File: src/rtl/vga_timing_gen.sv
`default_nettype none
// ============================================================================
// Module   : vga_timing_gen
// Brief    : Parametrised VGA raster timing generator. An integer divider
//            derives a pixel tick from i_clk. Coordinates, syncs, video flag,
//            line/frame strobes and a frame counter are all registered and
//            updated together on each pixel tick.
// Revision : 1.0 - initial release
// ============================================================================
module vga_timing_gen #(
   parameter int   H_VISIBLE     = 640,
   parameter int   H_FRONT_PORCH = 16,
   parameter int   H_SYNC_PULSE  = 96,
   parameter int   H_BACK_PORCH  = 48,
   parameter int   V_VISIBLE     = 480,
   parameter int   V_FRONT_PORCH = 10,
   parameter int   V_SYNC_PULSE  = 2,
   parameter int   V_BACK_PORCH  = 33,
   parameter logic HSYNC_POL     = 1'b0,
   parameter logic VSYNC_POL     = 1'b0,
   parameter int   CLK_DIV       = 4,
   parameter int   COUNT_W       = 10,
   parameter int   FRAME_W       = 8
) (
   input  logic               i_clk,
   input  logic               i_resetn,
   input  logic               i_enable,
   output logic               o_pix_tick,
   output logic [COUNT_W-1:0] o_hcount,
   output logic [COUNT_W-1:0] o_vcount,
   output logic               o_hsync,
   output logic               o_vsync,
   output logic               o_video_on,
   output logic               o_line_start,
   output logic               o_frame_start,
   output logic [FRAME_W-1:0] o_frame_count
);

   localparam int c_H_TOTAL = H_VISIBLE + H_FRONT_PORCH + H_SYNC_PULSE + H_BACK_PORCH;
   localparam int c_V_TOTAL = V_VISIBLE + V_FRONT_PORCH + V_SYNC_PULSE + V_BACK_PORCH;

   // Last coordinate of each axis (fits COUNT_W because totals <= 2**COUNT_W)
   localparam logic [COUNT_W-1:0] c_H_LAST = COUNT_W'(c_H_TOTAL - 1);
   localparam logic [COUNT_W-1:0] c_V_LAST = COUNT_W'(c_V_TOTAL - 1);

   // Window bounds carry one extra bit so an end bound equal to 2**COUNT_W still fits
   localparam logic [COUNT_W:0] c_H_VIS      = (COUNT_W+1)'(H_VISIBLE);
   localparam logic [COUNT_W:0] c_HS_START   = (COUNT_W+1)'(H_VISIBLE + H_FRONT_PORCH);
   localparam logic [COUNT_W:0] c_HS_END     = (COUNT_W+1)'(H_VISIBLE + H_FRONT_PORCH + H_SYNC_PULSE);
   localparam logic [COUNT_W:0] c_V_VIS      = (COUNT_W+1)'(V_VISIBLE);
   localparam logic [COUNT_W:0] c_VS_START   = (COUNT_W+1)'(V_VISIBLE + V_FRONT_PORCH);
   localparam logic [COUNT_W:0] c_VS_END     = (COUNT_W+1)'(V_VISIBLE + V_FRONT_PORCH + V_SYNC_PULSE);

   logic               w_pix_tick;
   logic               w_last_h;
   logic               w_last_v;
   logic [COUNT_W-1:0] w_next_h;
   logic [COUNT_W-1:0] w_next_v;
   logic [COUNT_W:0]   w_next_h_x;
   logic [COUNT_W:0]   w_next_v_x;
   logic               w_hs_act;
   logic               w_vs_act;

   generate
      if (CLK_DIV > 1) begin : g_div
         localparam int c_DIV_W = $clog2(CLK_DIV);
         localparam logic [c_DIV_W-1:0] c_DIV_LAST = c_DIV_W'(CLK_DIV - 1);

         logic [c_DIV_W-1:0] r_div;

         // Pixel-rate divider; freezes while the generator is stalled
         always_ff @(posedge i_clk or negedge i_resetn) begin
            if (!i_resetn) begin
               r_div <= '0;
            end else if (i_enable) begin
               r_div <= (r_div == c_DIV_LAST) ? '0 : r_div + 1'b1;
            end
         end

         assign w_pix_tick = i_enable && (r_div == c_DIV_LAST);
      end else begin : g_nodiv
         // Divide-by-one: every enabled clock is a pixel
         assign w_pix_tick = i_enable;
      end
   endgenerate

   assign o_pix_tick = w_pix_tick;

   // Next raster position; outputs are decoded from it so they never lag
   always_comb begin
      w_last_h   = (o_hcount == c_H_LAST);
      w_last_v   = (o_vcount == c_V_LAST);
      w_next_h   = w_last_h ? '0 : o_hcount + 1'b1;
      w_next_v   = o_vcount;
      if (w_last_h) begin
         w_next_v = w_last_v ? '0 : o_vcount + 1'b1;
      end
      w_next_h_x = {1'b0, w_next_h};
      w_next_v_x = {1'b0, w_next_v};
      w_hs_act   = (w_next_h_x >= c_HS_START) && (w_next_h_x < c_HS_END);
      w_vs_act   = (w_next_v_x >= c_VS_START) && (w_next_v_x < c_VS_END);
   end

   // Raster registers: all outputs update together on the pixel tick
   always_ff @(posedge i_clk or negedge i_resetn) begin
      if (!i_resetn) begin
         o_hcount      <= c_H_LAST;
         o_vcount      <= c_V_LAST;
         o_hsync       <= ~HSYNC_POL;
         o_vsync       <= ~VSYNC_POL;
         o_video_on    <= 1'b0;
         o_line_start  <= 1'b0;
         o_frame_start <= 1'b0;
         o_frame_count <= '0;
      end else if (w_pix_tick) begin
         o_hcount      <= w_next_h;
         o_vcount      <= w_next_v;
         o_hsync       <= w_hs_act ? HSYNC_POL : ~HSYNC_POL;
         o_vsync       <= w_vs_act ? VSYNC_POL : ~VSYNC_POL;
         o_video_on    <= (w_next_h_x < c_H_VIS) && (w_next_v_x < c_V_VIS);
         o_line_start  <= (w_next_h == '0);
         o_frame_start <= (w_next_h == '0) && (w_next_v == '0);
         if (w_last_h && w_last_v) begin
            o_frame_count <= o_frame_count + 1'b1;
         end
      end
   end

endmodule
`default_nettype wire

File: config.mk
export PLATFORM = sky130hd
export DESIGN_NAME = vga_timing_gen
export DESIGN_NICKNAME = d
export VERILOG_FILES = /design/src/rtl/vga_timing_gen.sv
export SDC_FILE = /design/constraint.sdc
export NUM_CORES = 1
export LEC_CHECK = 0
export BUFFER_PORTS_ARGS = -buffer_cell sky130_fd_sc_hd__buf_4
export CAP_MARGIN = 40
export CORE_UTILIZATION = 61
export CTS_CLUSTER_DIAMETER = 60
export DETAILED_ROUTE_END_ITERATION = 16
export GPL_ROUTABILITY_DRIVEN = 0
export PLACE_DENSITY = 0.85
export SLEW_MARGIN = 20
export SYNTH_ARGS = -nofsm -noshare
export SYNTH_HDL_FRONTEND = slang
export SYNTH_SLANG_ARGS = --single-unit
File: constraint.sdc
create_clock -name i_clk -period 5.8 [get_ports i_clk]
set_input_delay 0 -clock i_clk [delete_from_list [all_inputs] [get_ports i_clk]]
set_output_delay 0 -clock i_clk [all_outputs]
set_load 0.1 [all_outputs]
==> results.txt, run 1 <==
----------------------------------------------------
[Floorplan]
  Total core area ... about 3500 µm²
  Vertical die dimension ... 63.3 µm
  Die Width ... approximately 63 µm
  Area of the die ... around 4000 µm²
  I/O pin count ... 37
  Initial standard-cell utilization of the core ... 66.1%
  Placement Rows ... 21

[Clock tree]
  Htree depth ... 2
  Root buffer selected by CTS ... clkbuf_8
  CTS tree ... done
  Total setup buffers inserted after CTS ... 0
  Total CTS buffers ... 5
  Number of cells upsized or downsized after cts ... 0
  Skew-Pair Late Insertion Delay ... slightly below 300 ps
  Clock input transition at the sequential cells of the worst setup and hold paths ... 70 ps
  Buffers from clock root to sink, at most ... 2
  Clk sink count ... 35

[Global route]
  Antenna violations before repair ... 0
  Global-route usage over all layers ... 26.7%
  Largest net degree at the start of global routing ... 36
  Vias in the first global route ... 1739
  Leftover overflow at the end of global routing ... 0
  Wire length of the first global-routing pass ... 8400 µm

[Layout]
  Synthesis-to-finish area growth ... 13.5%
  Layout Nets ... around 290
  Area of all placed cells without fillers ... roughly 2600 µm²
  Antenna fix cells ... 0
  Layout Cells excl Fill ... 324
  Layout cells sized above 1 ... 24.1%

[Synthesis]
  Cell accounting for the most synthesized area ... dfrtp_1
  Synth cell types ... 56
  Share of cell area taken by muxes after synthesis ... 1.96%
  Portion of synthesized cell area occupied by the leading cell type ... 25.1%
  Dominant register cell in the synthesized netlist ... dfrtp_1
  Number of instances in the synthesized netlist ... 249
  Synth top cells by count ... nand2_1 (35), dfrtp_1 (23), nor2_1 (19)
  Number of enable-type register cells in the synthesized netlist ... 0
  Yosys reg bits ... 35
  Netlist Area Pre-Place ... 2290 µm²
  Top-count cell post-synth ... nand2_1
  Area fraction in compound gates after synthesis ... 17.0%
  Post-synthesis sequential area ratio ... 38.8%
  Synth top area cells ... dfrtp_1 (25%), dfstp_2 (14%), xnor2_1 (6.1%)
  Total nets after synthesis ... ~260
  Synth Area in Adders ... 2.73%
  Area fraction in and, or, nand and nor cells after synthesis ... 24.7%
  Avg Synthesized Cell Area ... 9.21 µm²
  Synthesis Warnings ... 0
  Share of async-settable or async-resettable flops after synthesis ... 100%
  Largest family of logic cells by synthesized area ... simple AND/OR/NAND/NOR gates
  Xor/xnor share of the synthesized area ... around 8.4%

[Hold path]
  Hold WC Path Type ... in2async

[Outcome]
  Outcome ... finished clean

[Detailed routing]
  First-pass detailed-route iteration total ... 4
  Number of DRC violations after detailed routing ... 0
  Final ANT Viol Nets ... 0
  Post-Route WL ... 4920 µm
  Starting DRT DRC Count ... 264
  Via count ... 2008
  Detail-routed net length per standard cell ... around 15 µm
  Ratio of routed vias to standard cells ... 6.20

[STA]
  Remaining max-slew budget at the tightest pin ... 64.3%
  Setup skew after layout ... 10.8 ps
  Worst Max-Slew Pin Slew ... ~530 ps
  Final cycle utilization of the critical path ... 43.9%
  Fmax ... 392 MHz
  Unrepaired setup endpoints after global routing ... false
  Number of slew-limit violations in the final report ... 0
  Post-Route Setup TNS ... 0 ps
  Period minus WS final ... roughly 2500 ps
  Final Hold Vio Count ... 0
  Final setup vio count ... 0

[Power]
  Total power density per cell area ... about 320 nW/µm²
  Total Power ... ~0.84 mW
  Maximum VDD drop ... around 0.00050 V
  Leakage component of the power ... 1.07 nW

[Run]
  Max-Cap Viols ... 0

[Worst setup path]
  CP Max Fanout ... 14
  Type of origin of the critical path ... flop
  Element type at the critical path end ... flop
  Required time of the critical path ... about 6000 ps
  Worst setup path category ... reg2reg
  Critical Path AT ... 2730 ps

[Placed design]
  # placed instances ... approximately 310
  Buffers added on ports ... 36
  Area after detailed placement ... 2500 µm²
  Final HPWL DP ... between 3000 and 4000 µm

----------------------------------------------------
## metrics by stage
step,setup slack [ps],hold slack (ps),util [%]
finish,3250,189,75.0
global route,2970,230,75.0
CTS,3270,204,75.0
detailed placement,3260,-28.1,72.2
global placement,3380,-27.8,72.2
floorplan,3110,-296,-
## power breakdown
group / internal (mW) / switching, mW / leakage [nW]
clock: 0.0853 / 0.0855 / 0.0395
sequential: 0.291 / 0.0442 / 0.430
combinational: 0.0757 / 0.260 / 0.604
total: 0.452 / 0.390 / 1.07
## logic make-up (layout without fill, tap and decap cells)
kind of cell	count (synthesis)	after routing
AO/OA/AOI/OAI	53	53
XOR/XNOR	22	22
adder cells (fa/ha/maj)	5	5
buffers and inverters	24	53
flip-flops	35	35
multiplexers	4	4
AND/OR/NAND/NOR	106	106
## final timing paths
path | from | end | slack, ps | depth (start not counted)
max | g_div.r_div[0] | o_frame_count[5] | 3250 | 8
min | i_resetn | o_vcount[4] | 190 | 2
max reg2reg | g_div.r_div[0] | o_frame_count[5] | 3250 | 8
min reg2reg | o_frame_count[7] | o_frame_count[7] | 490 | 1
max in group asynchronous | i_resetn | o_hcount[4] | 5260 | 2
min in group i_clk | o_frame_count[7] | o_frame_count[7] | 490 | 1
## placed cells by master, fill, tap and decap left out, drive strengths merged, types with 4 or more instances in the layout
| cell type | instances |
|---|---|
| a21oi | 5 |
| a31oi | 5 |
| and3 | 4 |
| buf | 36 |
| clkbuf | 8 |
| dfrtp | 23 |
| dfstp | 12 |
| ha | 5 |
| inv | 7 |
| mux2 | 4 |
| nand2 | 35 |
| nand3 | 16 |
| nand4 | 5 |
| nor2 | 20 |
| nor3 | 6 |
| o21ai | 14 |
| o31ai | 7 |
| xnor2 | 16 |
| xor2 | 6 |
## metal layers
metal | share of wire (%) | vias to the layer above | track usage [%]
met3 | 5.0 | 7 | 5.62
met2 | 45 | 77 | 40.3
met4 | 1.2 | 0 | 7.10
met5 | 0 | - | 0
li1 | - | 957 | -
met1 | 49 | 967 | 38.8
## registers in the layout (all words and copies together), names as in the netlist
name           count
o_hsync            1
o_hcount          10
g_div.r_div        2
o_frame_start      1
o_frame_count      8
o_vcount          10
o_video_on         1
o_vsync            1
o_line_start       1
## timing repair
action | in CTS | in global routing
setup endpoints to repair | 0 | 0
hold endpoints to repair | 37 | 0
hold buffers | 2 | 0
## layout make-up
class	instances	area (µm²)
Sequential cell	35	891
Timing Repair Buffer	38	290
Clock buffer	8	80.1
Multi-Input combinational cell	190	1260
Fill cell	277	866
Inverter	7	26.3
Tap cell	46	57.6
## worst max-delay path, cell delays in order (launching register included)
cell	delay (ps)
dfrtp_1	360
ha_1	170
nand2_1	260
inv_1	440
nand4_1	360
nor2_2	330
and4_1	290
nand3_1	110
xnor2_1	130
(Power assumes the default switching activity.)
==> inputs of run 2 (changes only) <==
- CORE_UTILIZATION: 61 -> 56
- PLACE_DENSITY: 0.85 -> 0.79
- clock period: 5.8 -> 2.55 ns (I/O delays scaled with it)
==> run 2 against run 1 <==
Net effect: wire length rose by 3.2%; critical endpoint is now o_frame_start; clock power grew 140%; global-route usage shrank 1.5 points; register-to-register slack lost 3200 ps; sequential share of layout area is 0.68 points lower; sequential power is 130% higher; non-clock buffer count increased by 8; cell count grew 3.1%; worst hold slack worse by 12 ps.
==> results.txt, run 2 (synthesized netlist as in run 1, its figures left out) <==
----------------------------------------------------
[STA]
  Period minus WS final ... 2460 ps
  Unrepaired setup endpoints after global routing ... false
  Remaining max-slew budget at the tightest pin ... between 60 and 70%
  Final cycle utilization of the critical path ... a little over nine tenths
  Setup skew after layout ... ~12 ps
  Fmax ... 407 MHz
  Number of slew-limit violations in the final report ... 0
  Worst Max-Slew Pin Slew ... 564 ps
  Final Hold Vio Count ... 0
  Final setup vio count ... 0
  Final-layout worst hold slack ... approximately 180 ps

[Power]
  Total power density per cell area ... 730 nW/µm²
  Leakage component of the power ... 1.11 nW
  Total Power ... between 1.5 and 2 mW
  NetSw ... 0.916 mW
  Switching part of the total power ... 46.7%
  Maximum VDD drop ... between 0.0007 and 0.0008 V
  Clock power share ... between 20% and 30%
  Sequential power share ... 39.2%
  Int Pwr ... about 1.0 mW
  Combinational share of power ... 39.9%

[Floorplan]
  Placement Rows ... 22
  Initial standard-cell utilization of the core ... 60.4%
  Die Width ... 66.0 µm
  I/O pin count ... 37
  Total core area ... 3800 µm²
  Area of the die ... between 4000 and 5000 µm²
  Vertical die dimension ... 66.0 µm

[Layout]
  Multi-input gate area ... 1260 µm²
  Antenna fix cells ... 0
  Synthesis-to-finish area growth ... 17.1%
  Sequential Area ... 901 µm²
  Leading registers by flop count ... o_hcount (10), o_vcount (10), o_frame_count (8)
  Core Util, Final ... 70.7%
  Layout Nets ... just under 300
  Layout filler cell count ... 305
  Layout cells sized above 1 ... 28.3%
  Commonest cells after routing, fill and taps aside ... buf_4 (44), nand2_1 (35), dfrtp_1 (21)
  Commonest non-fill, non-tap cell in the layout ... buf_4

[Worst setup path]
  Crit-path slowest cell ... dfstp_4
  Critical Path, Cell by Cell ... ha_1 > and4_2 > and3_4 > o221ai_1 > nor4_2 > a32o_1
  Worst setup path category ... reg2reg
  Type of origin of the critical path ... flop
  Longest individual stage delay on the worst path ... 650 ps
  Register-to-register setup slack ... 90 ps
  CP Max Fanout ... 16
  Reg2Reg Depth ... 6
  Buffers and inverters on the worst path ... 0
  Required time of the critical path ... 2790 ps
  Endpoint of the lowest-slack register-to-register path ... o_frame_start
  Element type at the critical path end ... flop
  Reg2Reg Launch Point ... o_hcount[0]
  Top Family by Delay on Critical Path ... simple AND/OR/NAND/NOR gates
  Critical Path AT ... 2690 ps

[Placed design]
  Buffers added on ports ... 36
  Final HPWL DP ... 3560 µm

[Clock tree]
  Total CTS buffers ... 5
  Buffers from clock root to sink, at most ... 2
  CTS tree ... done
  Skew-Pair Late Insertion Delay ... 300 ps
  Clk sink count ... 35
  Root buffer selected by CTS ... clkbuf_8
  Htree depth ... 2
  Clock input transition at the sequential cells of the worst setup and hold paths ... 80 ps

[Detailed routing]
  Post-Route WL ... 5080 µm
  Detail-routed net length per standard cell ... 15.2 µm
  First-pass detailed-route iteration total ... 4
  Final ANT Viol Nets ... 0
  Starting DRT DRC Count ... 225
  Via count ... approximately 2.0k
  Number of DRC violations after detailed routing ... 0
  Ratio of routed vias to standard cells ... around 6

[Run]
  Max-Cap Viols ... 0

[Outcome]
  Outcome ... finished clean

[Global route]
  Largest net degree at the start of global routing ... 36
  Vias in the first global route ... 1756
  Leftover overflow at the end of global routing ... 0
  Global-route usage over all layers ... 25.2%
  Antenna violations before repair ... 0
  Wire length of the first global-routing pass ... 8310 µm

[Hold path]
  Hold WC Path Type ... in2async

----------------------------------------------------
[run 2: changes by cell type in the layout (fill, tap and decap cells not counted), sizes merged]
cell      delta
buf          +8
clkinvlp     +2
clkinv       +1
clkbuf       -3
[run 2: worst max-delay path by stage]
stage	startpoint	to	slack, ps	depth (start not counted)
6_report	o_hcount[0]	o_frame_start	90	6
5_1_grt	o_hcount[0]	o_frame_start	3	7
4_1_cts	o_hcount[0]	o_frame_start	30	6
3_5_place_dp	o_hcount[0]	o_frame_start	-20	6
3_3_place_gp	o_hcount[0]	o_frame_start	50	6
2_1_floorplan	o_hcount[6]	o_frame_start	4	6
[run 2: metal layers]
metal	part of all wire, %	track usage (%)	up-vias
met5	0	0	-
met4	1.5	9.84	0
met3	8.8	6.38	8
met2	43	34.8	98
met1	46	37.3	934
li1	-	-	977
[run 2: power groups by stage]
stage | Combinational, mW | Sequential (mW) | Clock [mW]
6_report | 0.782 | 0.768 | 0.411
5_1_grt | 0.825 | 0.777 | 0.443
4_1_cts | 0.783 | 0.764 | 0.418
3_5_place_dp | 0.777 | 0.772 | 0
3_3_place_gp | 0.776 | 0.767 | 0
2_1_floorplan | 0.249 | 1.15 | 0
[run 2: cell type report]
class | count | share of cell area [%]
multi-input cells | 190 | 46.9
well taps | 48 | 2.24
clock inverters | 3 | 0.746
repair buffers | 46 | 13.0
clock buffers | 5 | 2.56
inverters | 7 | 0.979
flip-flops and latches | 35 | 33.6
[run 2: what timing repair did]
item                       4_1_cts  5_1_grt
hold buffers                     2        0
cloned                           0        0
resized for setup                1        0
pin swaps                        0        2
hold endpoints to repair        37        0
setup endpoints to repair        1        2
setup buffers                    0        2
[run 2: metrics by stage]
step	setup TNS (ps)	setup WS, ps	instances	area, µm²
floorplan	0	4.08	249	2300
global placement	0	51.3	322	2560
detailed placement	-19.8	-19.8	322	2560
CTS	0	27.8	332	2670
global route	0	2.81	334	2690
finish	0	94.8	334	2690
==> inputs of run 3 (changes only) <==
- PLACE_DENSITY: 0.79 -> 0.78
==> run 3 against run 2 <==
Net effect: register-to-register slack better by 60 ps; sequential power about the same; critical path type unchanged; worst hold slack improved by 11 ps; global-route usage increased by 1.5 points.
==> results.txt, run 3 (synthesized netlist as in run 1, its figures left out) <==
----------------------------------------------------
[Outcome]
  Outcome ... finished clean

[Clock tree]
  Total CTS buffers ... 5
  Total setup buffers inserted after CTS ... 0
  Htree depth ... 2
  Clock input transition at the sequential cells of the worst setup and hold paths ... 80 ps
  Skew-Pair Late Insertion Delay ... 290 ps
  Root buffer selected by CTS ... clkbuf_8
  CTS tree ... done
  Buffers from clock root to sink, at most ... 2
  Clk sink count ... 35

[Detailed routing]
  Detail-routed net length per standard cell ... 16.0 µm
  Number of DRC violations after detailed routing ... 0
  Ratio of routed vias to standard cells ... 6.26
  First-pass detailed-route iteration total ... 5
  Final ANT Viol Nets ... 0
  Post-Route WL ... 5310 µm
  Via count ... 2079
  Starting DRT DRC Count ... 316

[Placed design]
  Buffers added on ports ... 36
  # placed instances ... 322
  Area after detailed placement ... 2560 µm²
  Final HPWL DP ... 3720 µm

[STA]
  Number of slew-limit violations in the final report ... 0
  Setup skew after layout ... between 10 and 15 ps
  Fmax ... 418 MHz
  Final setup vio count ... 0
  Period minus WS final ... 2390 ps
  Worst Max-Slew Pin Slew ... about 550 ps
  Remaining max-slew budget at the tightest pin ... between 60% and 70%
  Final cycle utilization of the critical path ... 93.9%
  Final Hold Vio Count ... 0
  Unrepaired setup endpoints after global routing ... false
  Post-Route Setup TNS ... 0 ps

[Layout]
  Synthesis-to-finish area growth ... 17.0%
  Layout Nets ... roughly 290
  Layout Cells excl Fill ... approximately 330
  Layout cells sized above 1 ... 27.5%
  Commonest cells after routing, fill and taps aside ... buf_4 (42), nand2_1 (35), dfrtp_1 (21)
  Leading registers by flop count ... o_hcount (10), o_vcount (10), o_frame_count (8)
  Antenna fix cells ... 0
  Core Util, Final ... 70.6%
  Layout filler cell count ... 309
  Area of all placed cells without fillers ... 2680 µm²
  Commonest non-fill, non-tap cell in the layout ... buf_4

[Hold path]
  Hold WC Path Type ... in2async

[Floorplan]
  Vertical die dimension ... 66.0 µm
  Total core area ... 3800 µm²
  I/O pin count ... 37
  Placement Rows ... 22
  Initial standard-cell utilization of the core ... 60.4%
  Area of the die ... 4360 µm²
  Die Width ... 66.0 µm

[Worst setup path]
  Endpoint of the lowest-slack register-to-register path ... o_frame_start
  Required time of the critical path ... 2730 ps
  Reg2Reg Depth ... 7
  Endpoint of the worst setup timing path ... o_frame_start
  Worst setup path category ... reg2reg
  Critical Path AT ... ~2600 ps
  Type of origin of the critical path ... flop
  Crit. Startpoint ... o_hcount[0]
  CP Max Fanout ... 16
  Register-to-register setup slack ... ~160 ps
  Reg2Reg Launch Point ... o_hcount[0]
  Element type at the critical path end ... flop

[Run]
  Max-Cap Viols ... 0

[Power]
  Total power density per cell area ... 749 nW/µm²
  Maximum VDD drop ... 0.000907 V
  Leakage component of the power ... between 1 and 1.5 nW
  NetSw ... 0.906 mW
  Clock power share ... 22.3%
  Switching part of the total power ... 45.1%
  Combinational share of power ... between 30% and 40%
  Int Pwr ... 1.10 mW
  Total Power ... between 2 and 2.5 mW
  Sequential power share ... 38.3%

[Global route]
  Leftover overflow at the end of global routing ... 0
  Vias in the first global route ... approximately 1.8k
  Wire length of the first global-routing pass ... 8750 µm
  Global-route usage over all layers ... between 20% and 30%
  Largest net degree at the start of global routing ... 36
  Antenna violations before repair ... 0

----------------------------------------------------
-- run 3: cell count changes in the layout (fill, tap and decap cells not counted) --
cell and change:
clkbuf_1 +1, clkinvlp_4 -2, and4_2 -1, clkinv_2 -1, buf_4 -2, and4_4 +1
clkbuf_8 +2
-- run 3: stage by stage --
step | hold slack (ps) | setup WS (ps)
floorplan | -296 | 4.08
global placement | -23.8 | 154
detailed placement | -23.8 | 50.6
CTS | 198 | 33.8
global route | 232 | 63.9
finish | 189 | 156
-- run 3: layer usage --
layer,part of all wire (%),track usage (%)
met3,7.3,3.97
met2,45,39.3
met5,0,0
met4,2.1,11.7
met1,46,38.6
-- run 3: how the worst min path moves through the flow --
stage | depth (start not counted) | endpoint
CTS | 2 | o_vcount[8]
floorplan | 0 | g_div.r_div[0]
finish | 2 | o_vcount[8]
global placement | 1 | o_vcount[8]
detailed placement | 1 | o_vcount[8]
global route | 2 | o_vcount[8]
-- run 3: power groups by stage --
stage               combinational [mW]  clock, mW  sequential (mW)
finish                           0.792      0.447            0.769
global route                     0.834      0.478            0.781
CTS                              0.791      0.457            0.767
detailed placement               0.778          0            0.776
global placement                 0.775          0            0.768
floorplan                        0.249          0             1.15
-- run 3: layout make-up --
class / count / area, µm² / share of cell area, %
Tap cell: 48 / 60.1 / 2.24
Inverter: 7 / 26.3 / 0.979
Multi-Input combinational cell: 190 / 1260 / 47.0
Sequential cell: 35 / 901 / 33.6
Timing Repair Buffer: 44 / 335 / 12.5
Clock buffer: 8 / 100 / 3.73
-- run 3: timing repair --
item	in CTS	in global routing
setup endpoints to repair	0	5
endpoints found under the hold margin	37	0
hold buffers	2	0
gates resized for setup	0	2
-- run 3: critical path, cell delays in order, from the launching register on --
cell	delay (ps)
dfstp_4	650
ha_1	240
and4_4	310
and3_4	320
a211oi_1	100
a31oi_1	190
and4b_1	220
a32o_1	250
